==> src/rtl/cpu_pkg.sv <==
// Shared CPU definitions: instruction width, instruction-memory address width
// and the program-loader state encoding. Used by the loader and by the core's
// fetch path, so changing IMEM_ADDR_W resizes both sides together.
package cpu_pkg;

  localparam int INSTR_W     = 16;
  localparam int IMEM_ADDR_W = 8;

  typedef enum logic [2:0] {
    LEN_HI  = 3'd0,
    LEN_LO  = 3'd1,
    DATA_HI = 3'd2,
    DATA_LO = 3'd3,
    CHECK   = 3'd4,
    DONE    = 3'd5,
    ERROR   = 3'd6
  } loader_state_t;

endpackage

==> src/rtl/prog_loader_if.sv <==
// Byte-stream input and instruction-memory write port of the program loader.
// master: the side that sources bytes and observes writes (stream + memory).
// slave: the loader itself.
interface prog_loader_if #(
  parameter int ADDR_W  = cpu_pkg::IMEM_ADDR_W,
  parameter int INSTR_W = cpu_pkg::INSTR_W
);

  logic [7:0]         in_data;
  logic               in_valid;
  logic               in_ready;
  logic               imem_we;
  logic [ADDR_W-1:0]  imem_addr;
  logic [INSTR_W-1:0] imem_wdata;

  modport master (
    output in_data, in_valid,
    input  in_ready, imem_we, imem_addr, imem_wdata
  );

  modport slave (
    input  in_data, in_valid,
    output in_ready, imem_we, imem_addr, imem_wdata
  );

endinterface

==> src/rtl/prog_loader.sv <==
// Boot loader: parses LEN_HI LEN_LO {hi lo}*N CHK and writes words into imem.
// Latency: write strobe one cycle after each DATA_LO byte; done/error one cycle after CHK/LEN_LO.
// Backpressure: in_ready from state only; low only in DONE, bytes swallowed in ERROR.
module prog_loader
  import cpu_pkg::*;
#(
  parameter int ADDR_W  = cpu_pkg::IMEM_ADDR_W,
  parameter int INSTR_W = cpu_pkg::INSTR_W
) (
  input  logic             clk,
  input  logic             rst,
  prog_loader_if.slave     bus,
  input  logic             reload,
  output logic             cpu_hold,
  output logic             done,
  output logic             error
);

  // Largest legal word count: the whole memory.
  localparam logic [16:0] MAX_N = 17'(1) << ADDR_W;

  loader_state_t        state, state_nxt;
  logic [ADDR_W:0]      cnt;        // words written so far, reaches 2**ADDR_W
  logic [ADDR_W:0]      len;        // word count N, only kept when legal
  logic [7:0]           len_hi;
  logic [7:0]           hi_byte;
  logic [7:0]           xsum;       // running XOR of LEN_HI..last data byte
  logic                 xfer;
  logic [16:0]          n_ext;      // {LEN_HI, current byte} as a word count
  logic [ADDR_W:0]      cnt_inc;

  assign bus.in_ready = (state != DONE);
  assign xfer         = bus.in_valid && bus.in_ready;
  assign n_ext        = {1'b0, len_hi, bus.in_data};
  assign cnt_inc      = cnt + 1'b1;

  // Next-state decode; reload overrides any byte transfer in the same cycle.
  always_comb begin
    state_nxt = state;
    if (reload) begin
      state_nxt = LEN_HI;
    end else if (xfer) begin
      case (state)
        LEN_HI:  state_nxt = LEN_LO;
        LEN_LO: begin
          if (n_ext > MAX_N)       state_nxt = ERROR;
          else if (n_ext == 17'd0) state_nxt = CHECK;
          else                     state_nxt = DATA_HI;
        end
        DATA_HI: state_nxt = DATA_LO;
        DATA_LO: state_nxt = (cnt_inc == len) ? CHECK : DATA_HI;
        CHECK:   state_nxt = (bus.in_data == xsum) ? DONE : ERROR;
        DONE:    state_nxt = DONE;
        ERROR:   state_nxt = ERROR;
        default: state_nxt = ERROR;
      endcase
    end
  end

  // State register and registered status outputs derived from the next state.
  always_ff @(posedge clk or posedge rst) begin
    if (rst) begin
      state    <= LEN_HI;
      done     <= 1'b0;
      error    <= 1'b0;
      cpu_hold <= 1'b1;
    end else begin
      state    <= state_nxt;
      done     <= (state_nxt == DONE);
      error    <= (state_nxt == ERROR);
      cpu_hold <= (state_nxt != DONE);
    end
  end

  // Datapath: length capture, high-byte latch, checksum and memory write port.
  always_ff @(posedge clk or posedge rst) begin
    if (rst) begin
      cnt            <= '0;
      len            <= '0;
      len_hi         <= '0;
      hi_byte        <= '0;
      xsum           <= '0;
      bus.imem_we    <= 1'b0;
      bus.imem_addr  <= '0;
      bus.imem_wdata <= '0;
    end else begin
      bus.imem_we <= 1'b0;
      if (reload) begin
        cnt            <= '0;
        len            <= '0;
        len_hi         <= '0;
        hi_byte        <= '0;
        xsum           <= '0;
        bus.imem_addr  <= '0;
        bus.imem_wdata <= '0;
      end else if (xfer) begin
        case (state)
          LEN_HI: begin
            len_hi <= bus.in_data;
            xsum   <= xsum ^ bus.in_data;
          end
          LEN_LO: begin
            len  <= n_ext[ADDR_W:0];
            xsum <= xsum ^ bus.in_data;
          end
          DATA_HI: begin
            hi_byte <= bus.in_data;
            xsum    <= xsum ^ bus.in_data;
          end
          DATA_LO: begin
            bus.imem_we    <= 1'b1;
            bus.imem_addr  <= cnt[ADDR_W-1:0];
            bus.imem_wdata <= {hi_byte, bus.in_data};
            cnt            <= cnt_inc;
            xsum           <= xsum ^ bus.in_data;
          end
          default: ;
        endcase
      end
    end
  end

endmodule

==> src/flat_wrapper.sv <==
// flat-port wrapper written by rule: the top's interface ports become plain ports
module prog_loader_flat import cpu_pkg::*;
#(
  parameter int ADDR_W  = cpu_pkg::IMEM_ADDR_W,
  parameter int INSTR_W = cpu_pkg::INSTR_W
)
  (clk, rst, reload, cpu_hold, done, error, bus_in_data, bus_in_valid, bus_in_ready, bus_imem_we, bus_imem_addr, bus_imem_wdata);
  prog_loader_if #(.ADDR_W(ADDR_W), .INSTR_W(INSTR_W)) bus_i ();
  input  logic clk;
  input  logic rst;
  input  logic reload;
  output logic cpu_hold;
  output logic done;
  output logic error;
  input wire logic [$bits(bus_i.in_data)-1:0] bus_in_data;
  input wire logic [$bits(bus_i.in_valid)-1:0] bus_in_valid;
  output wire logic [$bits(bus_i.in_ready)-1:0] bus_in_ready;
  output wire logic [$bits(bus_i.imem_we)-1:0] bus_imem_we;
  output wire logic [$bits(bus_i.imem_addr)-1:0] bus_imem_addr;
  output wire logic [$bits(bus_i.imem_wdata)-1:0] bus_imem_wdata;
  assign bus_i.in_data = bus_in_data;
  assign bus_i.in_valid = bus_in_valid;
  assign bus_in_ready = bus_i.in_ready;
  assign bus_imem_we = bus_i.imem_we;
  assign bus_imem_addr = bus_i.imem_addr;
  assign bus_imem_wdata = bus_i.imem_wdata;
  prog_loader #(.ADDR_W(ADDR_W), .INSTR_W(INSTR_W)) u_core (.clk(clk), .rst(rst), .bus(bus_i), .reload(reload), .cpu_hold(cpu_hold), .done(done), .error(error));
endmodule
==> config.mk <==
export PLATFORM = sky130hd
export DESIGN_NAME = prog_loader_flat
export DESIGN_NICKNAME = d
export VERILOG_FILES = /design/src/rtl/cpu_pkg.sv /design/src/rtl/prog_loader_if.sv /design/src/rtl/prog_loader.sv /design/src/flat_wrapper.sv
export SDC_FILE = /design/constraint.sdc
export NUM_CORES = 1
export LEC_CHECK = 0
export CAP_MARGIN = 10
export CORE_MARGIN = 3
export CORE_UTILIZATION = 30
export DETAILED_ROUTE_END_ITERATION = 10
export SYNTH_ARGS = -nofsm -noshare
export SYNTH_HDL_FRONTEND = slang
export SYNTH_SLANG_ARGS = --single-unit
==> constraint.sdc <==
create_clock -name clk -period 2.25 [get_ports clk]
set_input_delay 0.225 -clock clk [delete_from_list [all_inputs] [get_ports clk]]
set_output_delay 0.225 -clock clk [all_outputs]
set_load 0.005 [all_outputs]
==> impl_metrics.ini, run 1 <==
[clock_tree]
cts_buffers = 9
cts-root-buf = clkbuf_16
h-tree-depth = 3
cts_setup_buffers = 0
ctsResizeCount = 0
clkLatencyLatePin_ns = 0.33
cts_tree = built
cts_sinks = 73
path_clk_slew_ns = 0.06
clock_path_buffers = 2
hold_buffers = 0

[timing]
min_period_ns = 2.09
worst_slack_ns = 0.158
slew-limit-headroom_pct = 51.7
maxSlewViolCount = 0
worst_pin_slew_ns = 0.724
rsz0062_at_grt = no
setup_viol = 0
period_share_pct = 93.0
max_freq_mhz = 478
hold_viol = 0
finClkSkew_ns = 0.00610
tns_ns = 0

[floorplan]
dieArea_um2 = 13000
start_util_pct = 31.4
coreArea_um2 = 11100
ios = 41
fp.dieH_um = 114
rows = 38
fp.dieW_um = 114

[drt]
routed_wl_mm = 8.07
drt_iter0_markers = 174
wl_per_cell_um = 14.4
detail-route-antenna-nets = 0
dr.pass1.iters = 6
vias_per_cell = 4.72
vias = 2654
drc = 0

[finish]
drive_gt1_share_pct = 9.95
layout.cells.non_filler = 562
final_net_count = 430
area_delta_synth_final_pct = 24.7
antennaDiodeCount = 0
final_util_pct = 39.2

[logic_synthesis]
ys_seq_area_share_pct = 52.3
synthDistinctLibCells = 44
synth_cells = 382
yosysTopAreaCell = dfrtp_1
synth_common_cells = 102 x nand2_1, 72 x dfrtp_1, 45 x a21oi_1
synth-async-reset-ratio_pct = 100
synth_most_common_cell = nand2_1
synthTopCellsByArea = dfrtp_1 52%, nand2_1 11%, a21oi_1 6.4%
synthesis.area_um2 = 3500
syn_area_per_cell_um2 = 9.15
dominantRegCellSynth = dfrtp_1
syn-num-nets = 395
synth_seq_cells = 73
synth_top_area_share_pct = 51.5
synth_edf_count = 0
yosysWarnings = 0

[setup_path]
cpPeakStageDelay_ns = 0.56
end_kind = flip-flop
worstSetupPathType = flip-flop to flip-flop
critical_path.cell_chain = ha_1 > and3_2 > and3_1 > o22ai_1 > or4_4 > a211oi_2
path_max_fanout = 6
crit_required_ns = 2.48
worstPathArrival_ns = 2.33
start_kind = flip-flop
r2r_cells = 6
cpMaxStageDelayCell = or4_4

[global_route]
grt_usage_pct = 13.1
grt_pass1_wl_mm = 13.6
grt_max_degree = 71
grt_pass1_vias = 2644
grt-ovfl-total = 0
antenna_found_initial = 0

[flow_run]
maxCapViolCount = 0

[worst_hold_path]
hp-class = primary input to flip-flop
whs_path_depth = 2

[placed_design]
gp_congestion = 0.771
portBuffers = 40
place_inst = 546
post-place-ws_ns = 0.132
dp_hpwl_mm = 5.57

[power_and_ir_drop]
p_leak_uw = 0.00181
cellPowerDensity_nw_per_um2 = 712
ir_drop_mv = 0.475

[outcome]
status = complete, no violations
## registers in the layout (all words and copies together), names as in the netlist
name                   flops
u_core.bus.imem_wdata     16
u_core.cnt                 9
u_core.len                 9
u_core.bus.imem_addr       8
u_core.hi_byte             8
u_core.len_hi              8
u_core.xsum                8
u_core.state               3
u_core.bus.imem_we         1
u_core.cpu_hold            1
u_core.done                1
u_core.error               1
## cell type report
type                    count  area, µm²
multi-input cells         273       1510
fillers                  1148       6760
clock buffers              10        239
flip-flops and latches     73       1830
well taps                 140        175
inverters                   4       15.0
clock inverters             6       57.6
repair buffers             56        541
## placed cells by master (no fill, tap or decap), types with 2 or more instances in the layout
| cell | n |
|---|---|
| and3_1 | 3 |
| nor2_1 | 27 |
| nor3_1 | 4 |
| nor3b_1 | 2 |
| nor4_1 | 4 |
| clkdlybuf4s50_1 | 39 |
| clkinv_2 | 4 |
| nand2_1 | 102 |
| and2_1 | 3 |
| nand3_1 | 3 |
| buf_4 | 14 |
| o21ai_0 | 3 |
| clkbuf_16 | 9 |
| nor2b_1 | 3 |
| buf_12 | 2 |
| inv_1 | 3 |
| xor2_1 | 15 |
| o2111ai_1 | 2 |
| o21a_1 | 2 |
| nand3b_1 | 2 |
| mux2i_1 | 8 |
| xnor2_1 | 22 |
| a21oi_1 | 45 |
| dfrtp_1 | 72 |
| nand4_1 | 4 |
## cells by family (layout without fill, tap and decap cells)
| family | after synthesis | in the layout | share of synthesized area, % |
|---|---|---|---|
| and+or+nand+nor | 165 | 165 | 20.8 |
| DFF | 73 | 73 | 52.3 |
| AOI/OAI and AO/OA | 62 | 62 | 10.4 |
| xor gates and xnor gates | 37 | 37 | 9.27 |
| buffers and inverters | 36 | 76 | 4.65 |
| muxes | 8 | 8 | 2.29 |
| adders and majority gates | 1 | 1 | 0.358 |
## worst max-delay path: cells and delay by family (launching register included)
kind	cells	cell delay [ns]
adder cells (fa/ha/maj)	1	0.31
AND/OR/NAND/NOR	3	0.94
AO/OA/AOI/OAI	2	0.32
flip-flops	1	0.42
## power breakdown
group          leakage [µW]  switching, µW  total (µW)  internal, µW
logic              0.000659            177         304           127
registers           0.00100           39.0        1400          1360
clock network      0.000148            524        1400           879
total               0.00181            740        3100          2360
## through the flow
| step | hold WS [ns] | power (µW) | cell area (µm²) |
|---|---|---|---|
| 5_1_grt | 0.124 | 3240 | 4360 |
| 2_1_floorplan | 0.451 | 1620 | 3500 |
| 3_3_place_gp | 0.469 | 1720 | 4070 |
| 6_report | 0.129 | 3100 | 4360 |
| 3_5_place_dp | 0.474 | 1730 | 4070 |
| 4_1_cts | 0.126 | 3150 | 4360 |
## layer usage
metal / vias up / global-route usage, % / part of all wire (%)
li1: 1321 / - / -
met1: 1287 / 18.2 / 48
met2: 37 / 20.4 / 48
met3: 9 / 3.13 / 3.1
met4: 0 / 3.48 / 1.3
met5: - / 0 / 0
## final timing paths
kind                                         start                       to  slack, ns
max                                  u_core.cnt[1]             u_core.error       0.16
min                                         reload       u_core.bus.imem_we       0.13
max reg2reg                          u_core.cnt[1]             u_core.error       0.16
min reg2reg                u_core.bus.imem_addr[3]  u_core.bus.imem_addr[3]       0.52
max in group asynchronous                      rst          u_core.cpu_hold       1.45
min in group asynchronous                      rst  u_core.bus.imem_addr[2]       0.18
No activity file was read; power rests on OpenSTA's default activity.
==> run 2, diff against run 1 <==
CAP_MARGIN = default   (was 10)
HOLD_SLACK_MARGIN = 0.08   (was default)
==> results of run 2 <==
Final layout, timing and power as in run 1 (identical DEF).
